===== config.mk =====
export PLATFORM = sky130hd
export DESIGN_NAME = instr_decode_stage
export DESIGN_NICKNAME = d
export VERILOG_FILES = /design/src/rtl/instr_decode_stage.sv
export SDC_FILE = /design/constraint.sdc
export NUM_CORES = 1
export LEC_CHECK = 0
export CAP_MARGIN = 10
export CORE_AREA = 5 5 205 207
export CTS_CLUSTER_DIAMETER = 100
export CTS_CLUSTER_SIZE = 10
export DETAILED_ROUTE_END_ITERATION = 8
export DIE_AREA = 0 0 210 212
export PLACE_DENSITY_LB_ADDON = 0.08
export REMOVE_ABC_BUFFERS = 1
export SETUP_SLACK_MARGIN = 0.02
export SLEW_MARGIN = 10
export SYNTH_ARGS = -nofsm -noshare
export SYNTH_HDL_FRONTEND = slang
export SYNTH_SLANG_ARGS = --single-unit

===== constraint.sdc =====
create_clock -name clk -period 5.7 [get_ports clk]
set_input_delay 1.14 -clock clk [delete_from_list [all_inputs] [get_ports clk]]
set_output_delay 1.14 -clock clk [all_outputs]
set_load 0.005 [all_outputs]

===== src/rtl/instr_decode_stage.sv =====
// rtl/instr_decode_stage.sv - registered RV32/RV64 decode stage with a 2-entry skid buffer
module instr_decode_stage #(
    parameter int XLEN  = 32,
    parameter int CNT_W = 16
) (
    input  logic             clk,
    input  logic             rst_n,
    input  logic             flush,
    input  logic             in_valid,
    output logic             in_ready,
    input  logic [31:0]      in_instr,
    input  logic [XLEN-1:0]  in_pc,
    output logic             out_valid,
    input  logic             out_ready,
    output logic [XLEN-1:0]  out_pc,
    output logic [2:0]       out_format,
    output logic [4:0]       out_type,
    output logic [4:0]       out_rd,
    output logic [4:0]       out_rs1,
    output logic [4:0]       out_rs2,
    output logic [4:0]       out_rs3,
    output logic [2:0]       out_funct3,
    output logic [6:0]       out_funct7,
    output logic [XLEN-1:0]  out_imm,
    output logic             out_illegal,
    output logic [CNT_W-1:0] illegal_cnt
);
    localparam logic [2:0] FMT_R = 3'd0, FMT_I = 3'd1, FMT_S = 3'd2, FMT_B = 3'd3,
                           FMT_U = 3'd4, FMT_J = 3'd5, FMT_R4 = 3'd6, FMT_NONE = 3'd7;
    localparam logic [4:0] TYPE_ILLEGAL = 5'd31;

    typedef struct packed {
        logic [XLEN-1:0] pc;
        logic [2:0]      fmt;
        logic [4:0]      typ;
        logic [4:0]      rd;
        logic [4:0]      rs1;
        logic [4:0]      rs2;
        logic [4:0]      rs3;
        logic [2:0]      funct3;
        logic [6:0]      funct7;
        logic [XLEN-1:0] imm;
        logic            illegal;
    } bundle_t;

    bundle_t          dec;
    logic [2:0]       dec_fmt;
    logic [4:0]       dec_typ;
    logic             dec_illegal;

    bundle_t          main_q, main_d, skid_q, skid_d;
    logic             out_valid_q, out_valid_d;
    logic             skid_full_q, skid_full_d;
    logic [CNT_W-1:0] illegal_cnt_q, illegal_cnt_d;
    logic             accept, drain;

    always_comb begin
        dec_fmt = FMT_NONE;
        dec_typ = TYPE_ILLEGAL;
        case (in_instr[6:2])
            5'b00000: begin dec_typ = 5'd0;  dec_fmt = FMT_I;  end
            5'b01000: begin dec_typ = 5'd1;  dec_fmt = FMT_S;  end
            5'b11000: begin dec_typ = 5'd2;  dec_fmt = FMT_B;  end
            5'b11001: begin dec_typ = 5'd3;  dec_fmt = FMT_I;  end
            5'b11011: begin dec_typ = 5'd4;  dec_fmt = FMT_J;  end
            5'b00100: begin dec_typ = 5'd5;  dec_fmt = FMT_I;  end
            5'b01100: begin dec_typ = 5'd6;  dec_fmt = FMT_R;  end
            5'b00101: begin dec_typ = 5'd7;  dec_fmt = FMT_U;  end
            5'b01101: begin dec_typ = 5'd8;  dec_fmt = FMT_U;  end
            5'b00110: begin dec_typ = 5'd9;  dec_fmt = FMT_I;  end
            5'b01110: begin dec_typ = 5'd10; dec_fmt = FMT_R;  end
            5'b10000: begin dec_typ = 5'd11; dec_fmt = FMT_R4; end
            5'b10001: begin dec_typ = 5'd12; dec_fmt = FMT_R4; end
            5'b10010: begin dec_typ = 5'd13; dec_fmt = FMT_R4; end
            5'b10011: begin dec_typ = 5'd14; dec_fmt = FMT_R4; end
            5'b00011: begin dec_typ = 5'd15; dec_fmt = FMT_I;  end
            5'b11100: begin dec_typ = 5'd16; dec_fmt = FMT_I;  end
            default:  begin dec_typ = TYPE_ILLEGAL; dec_fmt = FMT_NONE; end
        endcase
        // The 64-bit word ops only exist when the datapath is 64 bits wide
        dec_illegal = (in_instr[1:0] != 2'b11) || (dec_typ == TYPE_ILLEGAL) ||
                      ((XLEN == 32) && ((dec_typ == 5'd9) || (dec_typ == 5'd10)));
        if (dec_illegal) begin
            dec_typ = TYPE_ILLEGAL;
            dec_fmt = FMT_NONE;
        end

        dec         = '0;
        dec.pc      = in_pc;
        dec.fmt     = dec_fmt;
        dec.typ     = dec_typ;
        dec.rd      = in_instr[11:7];
        dec.rs1     = in_instr[19:15];
        dec.rs2     = in_instr[24:20];
        dec.rs3     = in_instr[31:27];
        dec.funct3  = in_instr[14:12];
        dec.funct7  = in_instr[31:25];
        dec.illegal = dec_illegal;
        case (dec_fmt)
            FMT_I:   dec.imm = XLEN'($signed(in_instr[31:20]));
            FMT_S:   dec.imm = XLEN'($signed({in_instr[31:25], in_instr[11:7]}));
            FMT_B:   dec.imm = XLEN'($signed({in_instr[31], in_instr[7], in_instr[30:25],
                                                in_instr[11:8], 1'b0}));
            FMT_U:   dec.imm = XLEN'($signed({in_instr[31:12], 12'b0}));
            FMT_J:   dec.imm = XLEN'($signed({in_instr[31], in_instr[19:12], in_instr[20],
                                                in_instr[30:21], 1'b0}));
            default: dec.imm = '0;
        endcase
    end

    assign accept = in_valid && !skid_full_q && !flush;
    assign drain  = out_valid_q && out_ready;

    always_comb begin
        main_d        = main_q;
        skid_d        = skid_q;
        out_valid_d   = out_valid_q;
        skid_full_d   = skid_full_q;
        illegal_cnt_d = illegal_cnt_q;
        if (drain && main_q.illegal && (illegal_cnt_q != {CNT_W{1'b1}})) begin
            illegal_cnt_d = illegal_cnt_q + CNT_W'(1);
        end
        if (flush) begin
            out_valid_d = 1'b0;
            skid_full_d = 1'b0;
        end else if (drain) begin
            // accept is impossible while the skid is full, so the two branches never collide
            if (skid_full_q) begin
                main_d      = skid_q;
                skid_full_d = 1'b0;
            end else if (accept) begin
                main_d = dec;
            end else begin
                out_valid_d = 1'b0;
            end
        end else if (accept) begin
            if (out_valid_q) begin
                skid_d      = dec;
                skid_full_d = 1'b1;
            end else begin
                main_d      = dec;
                out_valid_d = 1'b1;
            end
        end
    end

    always_ff @(posedge clk or negedge rst_n) begin
        if (!rst_n) begin
            main_q        <= '0;
            skid_q        <= '0;
            out_valid_q   <= 1'b0;
            skid_full_q   <= 1'b0;
            illegal_cnt_q <= '0;
        end else begin
            main_q        <= main_d;
            skid_q        <= skid_d;
            out_valid_q   <= out_valid_d;
            skid_full_q   <= skid_full_d;
            illegal_cnt_q <= illegal_cnt_d;
        end
    end

    assign in_ready    = !skid_full_q;
    assign out_valid   = out_valid_q;
    assign out_pc      = main_q.pc;
    assign out_format  = main_q.fmt;
    assign out_type    = main_q.typ;
    assign out_rd      = main_q.rd;
    assign out_rs1     = main_q.rs1;
    assign out_rs2     = main_q.rs2;
    assign out_rs3     = main_q.rs3;
    assign out_funct3  = main_q.funct3;
    assign out_funct7  = main_q.funct7;
    assign out_imm     = main_q.imm;
    assign out_illegal = main_q.illegal;
    assign illegal_cnt = illegal_cnt_q;
endmodule


---- Yosys cells after proc, flatten, opt, wreduce, memory -nomap -nowiden ----
Memory sizes are Yosys's and may differ from the RTL's.
Index checks and enable logic that the tools add are counted.
cells by class
  $add $sub $neg .......................... 1
  equal/unequal tests ..................... 13
  mux-type cells .......................... 17
  bitwise gates (word level) .............. 2
  reductions and logical operators ........ 18
operator list
  kind                                                                    number
  103-bit two-way mux                                                     5
  32-bit one-hot mux with 5 select lines                                  1
  16-bit by 1-bit adder with 16-bit output (second input constant)        1
  16-bit != test (second input constant)                                  1
  5-bit by 4-bit equality test with 1-bit output (second input constant)  2
  1-bit two-way mux                                                       9
  4-bit AND reduction                                                     2
  3-bit by 2-bit equality test with 1-bit output (second input constant)  2
  3-bit equality test (second input constant)                             2
  3-bit != test (second input constant)                                   2
  3-bit nonzero test                                                      2
  5-bit equality test (second input constant)                             1
  1-bit logical AND                                                       5
  5-bit two-way mux                                                       1
  2-bit nonzero test                                                      2
  3-bit by 1-bit equality test with 1-bit output (second input constant)  1
  1-bit logical OR                                                        3
  3-bit two-way mux                                                       1
  3-bit AND reduction                                                     1
  1-bit logical NOT                                                       2
  2-bit by 1-bit != test with 1-bit output (second input constant)        1
  2-bit != test (second input constant)                                   1
  1-bit NOT                                                               2
  2-bit AND reduction                                                     1
storage, ports and cells
  register bits ........................... 224
  bits in read-only memories .............. 256
  input bits .............................. 69
  output and inout port bits .............. 121
  word-level logic and storage cells ...... 77
  memories kept ........................... 1
memory list
  memory           depth  width  read ports  clocked after Yosys merged registers in  write ports  RTL line  RTL
  (no name shown)  32     8      1           0                                        0            60        case (in_instr[6:2])

---- Logic depth before layout (Yosys ltp) ----
Gate-level depths: netlist of run 1.
An unclocked memory read counts as a cell.
  word-level depth ........................ 10
  mapped depth ............................ 12
  mapped depth without buffers ............ 9

---- Worst setup path after synthesis of run 1 ----
OpenSTA, ideal clock, no wires.
  path kind ............................... input port to flip-flop
  start ................................... in in_instr[2]
  end ..................................... reg main_q (netlist bit out_imm[15])
  arrival ................................. 3.423 ns
  data required time ...................... 5.627 ns
  path slack .............................. 2.203 ns
  stages on the path ...................... 11
  buffers on the path ..................... 2
  cell sequence ........................... inv_1 > ha_1 > mux2_4 > a22o_1 > a21o_1 > nor4b_4 > or4_1 > buf_2 > and3_4 > buf_6 > a21oi_2
between the ends
  longest elaborated chain between the ends .. 10
  elaborated cells on any way between the ends .. 19
  those cells by class .................... 8 x eq/ne; 7 x mux; 3 x reduce/logical; 1 x memory
RTL lines
  item                                                                                   RTL line  RTL
  start: declaration                                                                     11        input logic [31:0] in_instr,
  memory 32 x 8 bit *                                                                    n/a
  5-bit equality test or 5-bit by 4-bit equality test with 1-bit output (tied branches)  81, 82
  1-bit logical OR (on tied branches)                                                    81, 82
  1-bit logical OR                                                                       81        dec_illegal = (in_instr[1:0] != 2'b11) || (dec_typ == TYPE_ILLEGAL) ||
  3-bit two-way mux *                                                                    83        if (dec_illegal) begin
  3-bit equality test, or another cell as far along                                      99        case (dec_fmt)
  32-bit one-hot mux with 5 select lines *                                               99
  103-bit two-way mux (on tied branches)                                                 137, 131
  103-bit two-way mux (on tied branches)                                                 136, 128
  103-bit two-way mux *                                                                  126       end else if (drain) begin
  end signal: assignment                                                                 155       main_q <= main_d;
  end: declaration                                                                       51        bundle_t main_q, main_d, skid_q, skid_d;
Every way passes the cells marked *; elsewhere a longest branch is shown, timed or not. The select of a mux whose other input is x is not followed.
A chain may end at the register's enable or synchronous reset.

---- Worst setup path after layout of run 1 ----
  start ................................... in in_instr[2]
  end ..................................... reg main_q (netlist bit out_imm[25])
The elaborated chain is that of the path after synthesis.

==> results.md, run 1 <==
- The internal portion of total power is 3.05 mW.
- Clock-pin slew was measured on the worst setup and hold paths at 0.06 ns.
- The worst-case IR drop observed on VDD is 0.000191 V.
- The final hold violation count is 0.
- STA classifies the critical path endpoint as a flop.
- The worst flop-to-flop path endpoint is out_imm[17]$_DFFE_PN0P_.
- Once the floorplan was initialized, standard cells occupied 24.5% of the core.
- The total length of routed met2 wires is 14.7 mm.
- TritonCTS built the clock tree.
- The final weighted congestion in routability-driven placement is 0.748.
- The number of DRC markers in iteration 0 is 373.
- The routed wire length is 32.4 mm.
- The buffer depth of the longest clock path is 3.
- The net load switching power is 1.22 mW.
- The post-DP HPWL is 19.5 mm.
- Row generation in the floorplan step produced 74 rows.
- The per-cell routed wire length is 18.3 microns.
- The remaining antenna violation count after routing is 0.
- The routed metal-1 wire length is 15.7 mm.
- CTS placed an instance of clkbuf_16 at the clock tree root.
- The count of final max-slew check failures is 0.
- The number of clock sinks is 214.
- The ratio of total power to cell area is 332 nW/um^2.
- The transition time at the pin with the least slew margin is 1.06 ns.
- For the worst setup path, the data required time is 6.06 ns.
- The final design utilization is 32.0%.
- The first global-routing pass estimated 51.1 mm of wire.
- The antenna diode instance count is 0.
- The count of port buffers added during placement is 189.
- The number of hold buffers added after CTS was 0.
- The type of element launching the critical path is an input port.
- The final total power is 4.27 mW.
- The number of buffers added by the clock tree synthesis step is 25.
- The sequential fraction of design power is 46.4%.
- Subtracting the final worst setup slack from the clock period gives 4.02 ns.
- The sequential fraction of the synthesis area is 54.3%.
- The initial antenna violation count is 0.
- The run finished with clean final reports.
- The routed length on met3 is 1.48 mm.
- The library cell with the largest summed area after synthesis is dfrtp_1.
- The maximum number of pins on one net before global-route repair is 105.
- The fraction of synthesized cell area taken by the top area cell type is 54.3%.
- In this run the number of H-tree levels came out at 1.
- The data arrival time of the critical path is 4.38 ns.
- Of the total power, the share spent switching nets is 28.6%.
- In this run the top signal layer used is met4.
- In the finished design, the share of the clock period the worst path needs comes to 70.5%.
- Setup repair after global routing left no endpoint under its margin.
- The worst-case setup slack after placement is 1.10 ns.
- The maximum achievable frequency is 249 MHz.
- From synthesis to final layout, the design area changed by 30.4%.
- Across all register-to-register paths, the minimum setup slack is 2.59 ns.
- The fraction of synthesis flops using an asynchronous set or reset pin is 100%.
- At the later pin of the worst-skew pair, clock insertion delay measures 0.53 ns.
- The max-cap check violation count is 0.
- The most used flip-flop cell after synthesis is dfrtp_1.
- Synthesis inferred 214 register bits.
- Counting cells, the worst reg-to-reg path comes to 6.
- Hold is met by 0.470 ns.
- The highest net fanout along the worst path is 22.
- Setup total negative slack on the finished layout was measured at 0 ns.
- Yosys attributes the largest share of cell area to dfrtp_1 54%, nand2_1 13%, a31oi_1 5.7%, nor2_1 3.6%, clkbuf_1 2.1%.
- The critical path start-end classification is in2reg.
- The vertical extent of the die is 212 microns.
- Counting instances, the worst hold path has a depth of 2.
- The timing endpoint of the critical path is out_imm[25]$_DFFE_PN0P_.
- The mean number of vias per cell is 4.65.
- The number of ports placed on the die boundary is 190.
- The number of design rule violations left after detail routing is 0.
- The number of setup violations in the final report is 0.
- The count of flip-flops with a built-in enable after synthesis is 0.
- The worst register-to-register path begins at skid_full_q$_DFFE_PN0P_.
- Synthesis produced 1,097 cells.
- The die covers 44,500 sq um.
- The ratio of cells with drive above 1 in the final layout is 6.14%.
- Buffers added to address setup during post-CTS repair amount to 0.
- Summed over all cells, the static leakage comes to 5.45 nW.
- The post-synth design cell area is 9860 sq um.
- Summed over all layers, the global routing overflow is 0.
- Across the routed clock network, the largest skew measured is 0.00773 ns.
- During synthesis, Yosys emitted a total of 0 warnings.
- In this run the worst hold path is classified as reg2reg.
- The placeable core area is 40,200 sq um.
- The worst setup path startpoint is in_instr[2].
- The final worst setup slack is 1.68 ns.
- The detailed-route via count is 8,229.
- The total number of nets in the final design is 1,314.
- Per report_power, the clock group accounts for 33.0% of the total.
- The die is 210 microns wide.
- After synthesis, the netlist uses 68 different library cells.
- The average instance in the mapped netlist occupies 8.99 sq um.
- The remaining max-slew budget at the tightest pin is 29.4%.
- Post-CTS repair changed the size of 0 cells.
- Across every metal layer, demand over resource in global routing totals 14.4%.
- The number of detailed-route iterations in the first pass is 4.
- Of the total power, combinational logic draws 20.7%.
- The number of global-route vias before repair is 8,372.
[synth_stat cells, types with 2 or more instances]
library cell / number
nand2_1: 335
dfrtp_1: 214
nor2_1: 94
a31oi_1: 90
clkbuf_1: 55
o21ai_0: 40
or3_1: 27
nand3_1: 25
a21oi_1: 20
and3_1: 18
nand4_1: 16
o31ai_1: 14
buf_1: 13
xnor2_1: 13
buf_2: 9
a21oi_2: 8
a41oi_1: 8
buf_4: 7
ha_1: 7
and2_1: 6
a31o_2: 5
nand2b_1: 5
a211oi_1: 4
a32oi_1: 4
inv_1: 4
a21o_1: 3
buf_6: 3
nor3_1: 3
a21boi_0: 2
a22o_1: 2
a311oi_1: 2
and4_1: 2
mux2i_1: 2
or2_2: 2
xor2_1: 2
[cell families (layout without fill, tap and decap cells)]
logic type / count (synthesis) / count (layout) / share of synthesized area [%]
adders and majority gates: 7 / 7 / 0.888
AOI/OAI and AO/OA: 220 / 220 / 14.9
buffers and inverters: 92 / 233 / 4.28
muxes: 4 / 4 / 0.470
xor gates and xnor gates: 15 / 15 / 1.33
and+or+nand+nor: 545 / 545 / 23.8
DFF: 214 / 214 / 54.3
[power groups by stage]
stage / clock [mW] / sequential (mW) / combinational [mW]
floorplan: 0 / 1.99 / 0.382
global placement: 0 / 2.01 / 0.900
detailed placement: 0 / 2.01 / 0.906
CTS: 1.48 / 1.99 / 0.908
global route: 1.54 / 2.02 / 0.994
finish: 1.41 / 1.98 / 0.884
[flip-flops by register name, indices dropped and copies added, names as in the netlist, 5 cells and up]
name / cells
out_type: 5
skid_q: 98
out_rd: 5
out_rs2: 5
out_rs3: 5
out_pc: 32
out_rs1: 5
illegal_cnt: 16
out_imm: 32
[critical path, stage by stage]
cell and delay [ns]:
clkdlybuf4s50_1 0.63, inv_1 0.15, ha_1 0.40, mux2i_1 0.16
a211oi_1 0.11, a31oi_2 0.50, nor4b_1 0.43, o31ai_2 0.13
buf_4 0.20, nand4_1 0.09, buf_4 0.29, a31oi_1 0.13
[cell type report]
type	instances	area, sq um
clock buffers	25	626
clock inverters	2	17.5
fillers	4260	27300
inverters	4	15.0
multi-input cells	791	4140
flip-flops and latches	214	5360
well taps	532	666
repair buffers	202	2030
[per-layer routing]
layer	vias up	global-route usage [%]
met3	28	2.33
met2	180	23.2
met1	3985	20.6
met5	-	0
li1	4036	-
met4	0	2.88
[how the worst min path moves through the flow]
stage,start,end,slack (ns)
after global placement,skid_q[12]$_DFFE_PN0P_,skid_q[12]$_DFFE_PN0P_,0.45
after CTS,skid_q[32]$_DFFE_PN0P_,skid_q[32]$_DFFE_PN0P_,0.47
after detailed placement,skid_q[32]$_DFFE_PN0P_,skid_q[32]$_DFFE_PN0P_,0.46
final,skid_q[32]$_DFFE_PN0P_,skid_q[32]$_DFFE_PN0P_,0.47
after global routing,skid_q[48]$_DFFE_PN0P_,skid_q[48]$_DFFE_PN0P_,0.49
after floorplan,skid_q[12]$_DFFE_PN0P_,skid_q[12]$_DFFE_PN0P_,0.44
[cells in the final DEF, fill, tap and decap left out, drive strengths merged, types with 6 or more instances in the layout]
master,count
buf,14
clkbuf,25
nand2,335
dfrtp,214
ha,7
nand3,25
o31ai,15
and2,6
a31o,6
xnor2,13
a41oi,8
and3,19
nor2,95
o21ai,41
a21oi,28
clkdlybuf4s50,188
nand4,16
or3,27
a31oi,91
[through the flow]
step / instance area [sq um] / cells
global placement: 12200 / 1743
CTS: 12900 / 1770
global route: 12900 / 1770
finish: 12900 / 1770
detailed placement: 12200 / 1743
floorplan: 9450 / 1009
No activity file was read; power rests on OpenSTA's default activity.
==> inputs of run 2 (changes only) <==
Clock period 5.7 ns to 4 ns, I/O delays scaled along.
==> results.md, run 2 (synthesized netlist as in run 1, its figures left out) <==
- The insertion delay to the later sink of the worst-skew pair is 0.53 ns.
- The number of clock sinks is 214.
- The cell count of the worst reg-to-reg path is 7.
- The wire length of the first global-routing pass is 51.6 mm.
- The required arrival time at the worst endpoint is 4.44 ns.
- Overall power consumption after layout is estimated at 6.08 mW.
- After the flow finishes, the layout carries non-filler instances totaling 1,788.
- The number of design rule violations left after detail routing is 0.
- The number of setup violations in the final report is 0.
- The clock-pin slew of the registers on the worst-case setup and hold paths is 0.06 ns.
- The area of all placed cells without fillers is 13,000 sq um.
- The cell count after placement is 1,761.
- TritonCTS built the clock tree.
- Routability-driven placement finished with a final weighted congestion of 0.751.
- The register with the most flip-flops in the layout has 98 of them.
- The maximum achievable frequency is 296 MHz.
- Summed over all nets, the half-perimeter wirelength after detailed placement is 20.6 mm.
- Setup repair after global routing left no endpoint under its margin.
- The final hold violation count was 0.
- The routed layout has 8,286 vias.
- The routed metal-1 wire length is 15.9 mm.
- The highest net fanout along the worst path is 19.
- The total routing usage reported by global routing is 14.5%.
- The region available for standard cell placement spans 40,200 sq um.
- The top cell types in the final layout, fill and taps aside, are 335 x nand2_1, 214 x dfrtp_1, 188 x clkdlybuf4s50_1, 93 x nor2_1, 90 x a31oi_1.
- VDD sags by at most 0.000256 V.
- In this run the count of I/O pins placed on the die edge is 190.
- The buffer depth of the longest clock path is 3.
- CTS built an H-tree with a depth of 1.
- The flow ran to the end, and the final reports show no timing, DRC or antenna violations.
- The routed length on met3 is 1.26 mm.
- The per-cell routed wire length is 18.3 microns.
- The max-cap check violation count is 0.
- The remaining max-slew budget at the tightest pin is 47.4%.
- The mean number of vias per cell is 4.63.
- Leaving out fill and tap cells, the most frequent cell in the layout is nand2_1.
- Buffers added to address setup during post-CTS repair amount to 0.
- The number of detailed-route iterations in the first pass is 4.
- For this design the static power due to leakage is 5.55 nW.
- The type of element launching the critical path is an input port.
- After floorplanning, the core was divided into 74 placement rows.
- In the final layout, flip-flops and latches occupy 5360 sq um.
- The total of fill cells in the finished design is 4,269.
- Once detail routing completed, the nets flagged for antenna violations numbered 0.
- Counting I/O delays and the setup requirement, the final critical path takes 3.38 ns.
- The vertical extent of the die is 212 microns.
- The die outline area is 44,500 sq um.
- Buffers placed on the I/O ports in this run total 189.
- Measured along the x axis, the die boundary spans 210 microns.
- The cell sitting at the root of the clock tree is a clkbuf_16.
- The share of the clock period used by the worst path after layout is 84.4%.
- The data arrival time of the critical path is 3.82 ns.
- Entering global routing, the biggest net connects 108 pins.
- The initial antenna violation count was 0.
- The antenna diode instance count is 0.
- The transition time at the pin with the least slew margin is 0.788 ns.
- For flop-to-flop paths, the worst setup slack is 1.73 ns.
- The number of hold buffers added after cts is 0.
- The total number of nets in the final design is 1,332.
- For this block, the routed nets add up to 32.7 mm of wire.
- The total negative slack for setup checks is 0 ns.
- The clock arrives with 0.0104 ns of skew.
- The initial utilization of the core area, before any placement, comes to 24.5%.
- The area growth from synthesis to layout is 32.0%.
- Ranked by flip-flop count, first place goes to skid_q.
- In this run, CTS created clock tree buffers numbering 25.
- The endpoint type of the worst setup path is a flop.
- The area used by multi-input combinational logic is 4140 sq um.
- The ratio of total power to cell area is 467 nW/um^2.
- The ratio of cells with drive above 1 in the final layout is 7.40%.
- The final design utilization is 32.4%.
- The count of final max-slew check failures is 0.
- The aggregate global routing overflow is 0.
- The worst path meets setup with 0.623 ns of slack.
- The total length of routed met2 wires is 15.1 mm.
- The number of global-route vias before repair is 8,592.
- The number of DRC markers in iteration 0 is 478.
- The placed instance area is 12,400 sq um.
- The tightest hold path in the finished design has a slack of 0.267 ns.
- The worst-case setup slack after placement is 0.0792 ns.
- The setup path with the least slack is of type in2reg.
- The uppermost layer routed is met4.
- The tightest min-delay check is of the in2async type.
- The number of instances resized during post-cts repair is 0.
run 2: changes by cell type in the layout (fill, tap and decap cells not counted):
| cell | change |
|---|---|
| clkbuf_1 | +1 |
| buf_12 | +3 |
| buf_4 | +15 |
| clkinvlp_4 | +1 |
| inv_6 | -1 |
| clkinv_4 | -1 |
run 2: worst paths after layout:
check | start | to
max | in_instr[2] | skid_q[13]$_DFFE_PN0P_
min | rst_n | out_type[4]$_DFFE_PN0P_
max reg2reg | skid_full_q$_DFFE_PN0P_ | out_imm[23]$_DFFE_PN0P_
min reg2reg | skid_q[1]$_DFFE_PN0P_ | skid_q[1]$_DFFE_PN0P_
max in group asynchronous | rst_n | out_pc[22]$_DFFE_PN0P_
min in group clk | skid_q[1]$_DFFE_PN0P_ | skid_q[1]$_DFFE_PN0P_
run 2: area by class of cell:
type	instances	share of cell area, %
sequential	214	41.1
multi-input combinational	791	31.8
timing repair buffer	220	16.9
tap	532	5.11
clock buffer	26	4.83
inverter	4	0.115
clock inverter	1	0.0577
run 2: layer usage:
metal,GRT usage [%],up-vias
met5,0,-
met4,3.29,0
met3,2.20,32
met2,23.6,167
met1,20.6,4012
li1,-,4075
run 2: critical path: stages:
cell and delay [ns]:
clkdlybuf4s50_1 0.48, inv_1 0.09, ha_1 0.37, mux2_4 0.29
a22o_1 0.18, a21o_1 0.26, and3_1 0.22, o211ai_4 0.63
nand3_1 0.23, a41oi_1 0.26
run 2: power breakdown:
part	internal, mW	switching (mW)
registers	2.58	0.242
clock network	1.10	0.875
logic	0.681	0.599
total	4.36	1.72
==> inputs of run 3 (changes only) <==
Clock period 4 ns to 2.9 ns, I/O delays scaled along.
==> results.md, run 3 (synthesized netlist as in run 1, its figures left out) <==
- The run finished with clean final reports.
- In the layout the commonest cells are 335 x nand2_1, 214 x dfrtp_1, 186 x clkdlybuf4s50_1, 93 x nor2_1, 90 x a31oi_1.
- The mean number of vias per cell is 4.60.
- The final hold violation count is 0.
- The share of the clock period used by the worst path after layout is 96.7%.
- The launch instance of the worst register-to-register path is out_valid$_DFFE_PN0P_.
- VDD sags by at most 0.000377 V.
- The critical path start-end classification is in2reg.
- Across the run, the number of max-cap violations was 0.
- Setup slack on the worst reg-to-reg path comes out at 0.76 ns.
- Once the floorplan was initialized, standard cells occupied 24.5% of the core.
- The tree is rooted in a clkbuf_16.
- The min-delay analysis places its worst path in the category in2async.
- No sink is reached through more buffers than the 3 on the longest clock path.
- The site row count is 74.
- The maximum number of pins on one net before global-route repair is 87.
- The number of flip-flops in the largest register is 98.
- Dividing the detail-routed wire length by the instance count gives 17.9 microns.
- The cell count of the worst reg-to-reg path is 6.
- The clock tree from TritonCTS is built.
- Clock tree synthesis inserted a total of 25 buffers.
- The leakage power total is 5.92 nW.
- The number of detailed-route iterations in the first pass is 5.
- For the worst-skew pair, the clock arrives at the later sink with an insertion delay of 0.52 ns.
- Global routing consumed, over all layers together, 14.5% of the routing resources.
- The sequential cells in the finished layout cover a total of 5360 sq um.
- The vertical extent of the die is 212 microns.
- The count of final max-slew check failures is 0.
- After the last flow step, the layout net total stands at 1,392.
- The placeable core area is 40,200 sq um.
- The number of global-route vias before repair is 8,572.
- The number of design rule violations left after detail routing is 0.
- The total of fill cells in the finished design is 4,215.
- Summed over all layers, the global routing overflow is 0.
- The count of port buffers added during placement is 189.
- The area growth from synthesis to layout is 38.7%.
- Summing all placed instances gives a cell area of 12,900 sq um.
- Once detailed placement completed, the half-perimeter wirelength came to 21.8 mm.
- With fillers left out, the area of the finished cells amounts to 13,700 sq um.
- Across all layers, the routed design uses 8,509 vias.
- The highest net fanout along the worst path is 7.
- CTS built an H-tree with a depth of 1.
- STA classifies the critical path endpoint as a flop.
- The initial antenna violation count is 0.
- The width of the die is 210 microns.
- The final worst setup slack is 0.0957 ns.
- The required arrival time at the worst endpoint is 3.30 ns.
- The congestion estimate from routability-driven global placement came to 0.769.
- After layout, the minimum clock period comes to 2.80 ns.
- Data arrives at the worst endpoint at 3.21 ns.
- The number of clock sinks is 214.
- Once detail routing completed, the nets flagged for antenna violations numbered 0.
- The worst flop-to-flop path endpoint is out_imm[22]$_DFFE_PN0P_.
- Static timing analysis puts the maximum clock frequency at 357 MHz.
- The library cell used most frequently in the layout, excluding fill and tap cells, is nand2_1.
- The post-CTS setup buffer count is 0.
- In this run, the number of DRC markers left after iteration 0 of detailed routing was 494.
- The worst-case setup slack after placement is -0.726 ns.
- For the final database, setup skew stands at 0.00877 ns.
- The first global-routing pass estimated 51.7 mm of wire.
- The ratio of cells with drive above 1 in the final layout is 12.5%.
- Setup violations remaining at the end of the flow were counted as 0.
- For the pin with the worst max-slew slack, the measured transition is 0.687 ns.
- The area used by multi-input combinational logic is 4220 sq um.
- The type of element launching the critical path is an input port.
- Across all hold checks on the routed design, the worst slack comes to 0.0586 ns.
- skid_q holds more flip-flops than any other register.
- The die outline area is 44,500 sq um.
- The antenna diode instance count is 0.
- After clock tree synthesis, the clock-pin slew on the worst setup and hold paths is 0.06 ns.
- The number of ports placed on the die boundary is 190.
- The ratio of total power to cell area is 623 nW/um^2.
- The remaining max-slew budget at the tightest pin is 54.2%.
- Summed over all failing endpoints, the final setup total negative slack is 0 ns.
- After detailed routing, the total wire length is 33.2 mm.
run 3: cell count changes in the layout (fill, tap and decap cells not counted), moves of 2 or more:
cell / before / now
dlymetal6s2s_1: 0 / 2
buf_12: 6 / 14
buf_4: 25 / 75
ha_1: 7 / 5
and3_1: 17 / 15
clkinv_2: 0 / 2
inv_1: 4 / 2
clkdlybuf4s50_1: 188 / 186
ha_4: 0 / 2
inv_2: 0 / 2
run 3: worst max-delay path, cell delays in order:
cell and delay, ns:
clkdlybuf4s50_1 0.49, inv_2 0.06, ha_4 0.29, mux2i_1 0.09, a211oi_2 0.26, a31oi_2 0.10
buf_4 0.18, nor4b_4 0.34, o31ai_4 0.11, buf_4 0.19, and3_2 0.24, a31o_2 0.26
run 3: metrics by stage:
stage	util, %	power (mW)	instances
after global placement	32.2	5.83	1820
after detailed placement	32.2	5.85	1820
final	34.0	8.51	1848
after global routing	34.0	9.03	1848
after floorplan	-	4.66	1009
after CTS	33.8	8.68	1847
run 3: cell type report:
class | count | share of cell area [%]
tap | 532 | 4.87
multi-input combinational | 791 | 30.9
clock buffer | 25 | 4.58
timing repair buffer | 280 | 20.3
sequential | 214 | 39.2
inverter | 4 | 0.110
clock inverter | 2 | 0.0732
run 3: per-layer routing:
metal	share of wire [%]	GRT usage, %	up-vias
li1	-	-	4203
met1	48	20.6	4116
met2	46	23.8	163
met3	4.2	2.23	27
met4	1.7	2.59	0
met5	0	0	-
run 3: worst max path at each step:
| stage | end | from | slack [ns] | depth (start not counted) |
|---|---|---|---|---|
| 4_1_cts | out_imm[9]$_DFFE_PN0P_ | in_instr[2] | 0.04 | 12 |
| 3_5_place_dp | out_imm[9]$_DFFE_PN0P_ | in_instr[2] | -0.73 | 11 |
| 5_1_grt | out_imm[9]$_DFFE_PN0P_ | in_instr[3] | -0.008 | 12 |
| 3_3_place_gp | out_imm[5]$_DFFE_PN0P_ | in_instr[2] | -0.73 | 11 |
| 2_1_floorplan | out_imm[2]$_DFFE_PN0P_ | in_valid | -7.65 | 4 |
| 6_report | out_imm[6]$_DFFE_PN0P_ | in_instr[3] | 0.1 | 12 |
run 3: what timing repair did:
item / 4_1_cts / 5_1_grt
gates resized for setup: 4 / 15
endpoints found under the hold margin: 0 / 0
endpoints found under the setup margin: 21 / 75
pin swaps: 1 / 7
cloned: 0 / 1
hold buffers: 0 / 0
run 3: power by group:
| part | total [mW] | internal (mW) | switching, mW |
|---|---|---|---|
| clock | 2.73 | 1.51 | 1.22 |
| combinational | 1.88 | 1.03 | 0.848 |
| sequential | 3.90 | 3.56 | 0.339 |
| total | 8.51 | 6.11 | 2.41 |
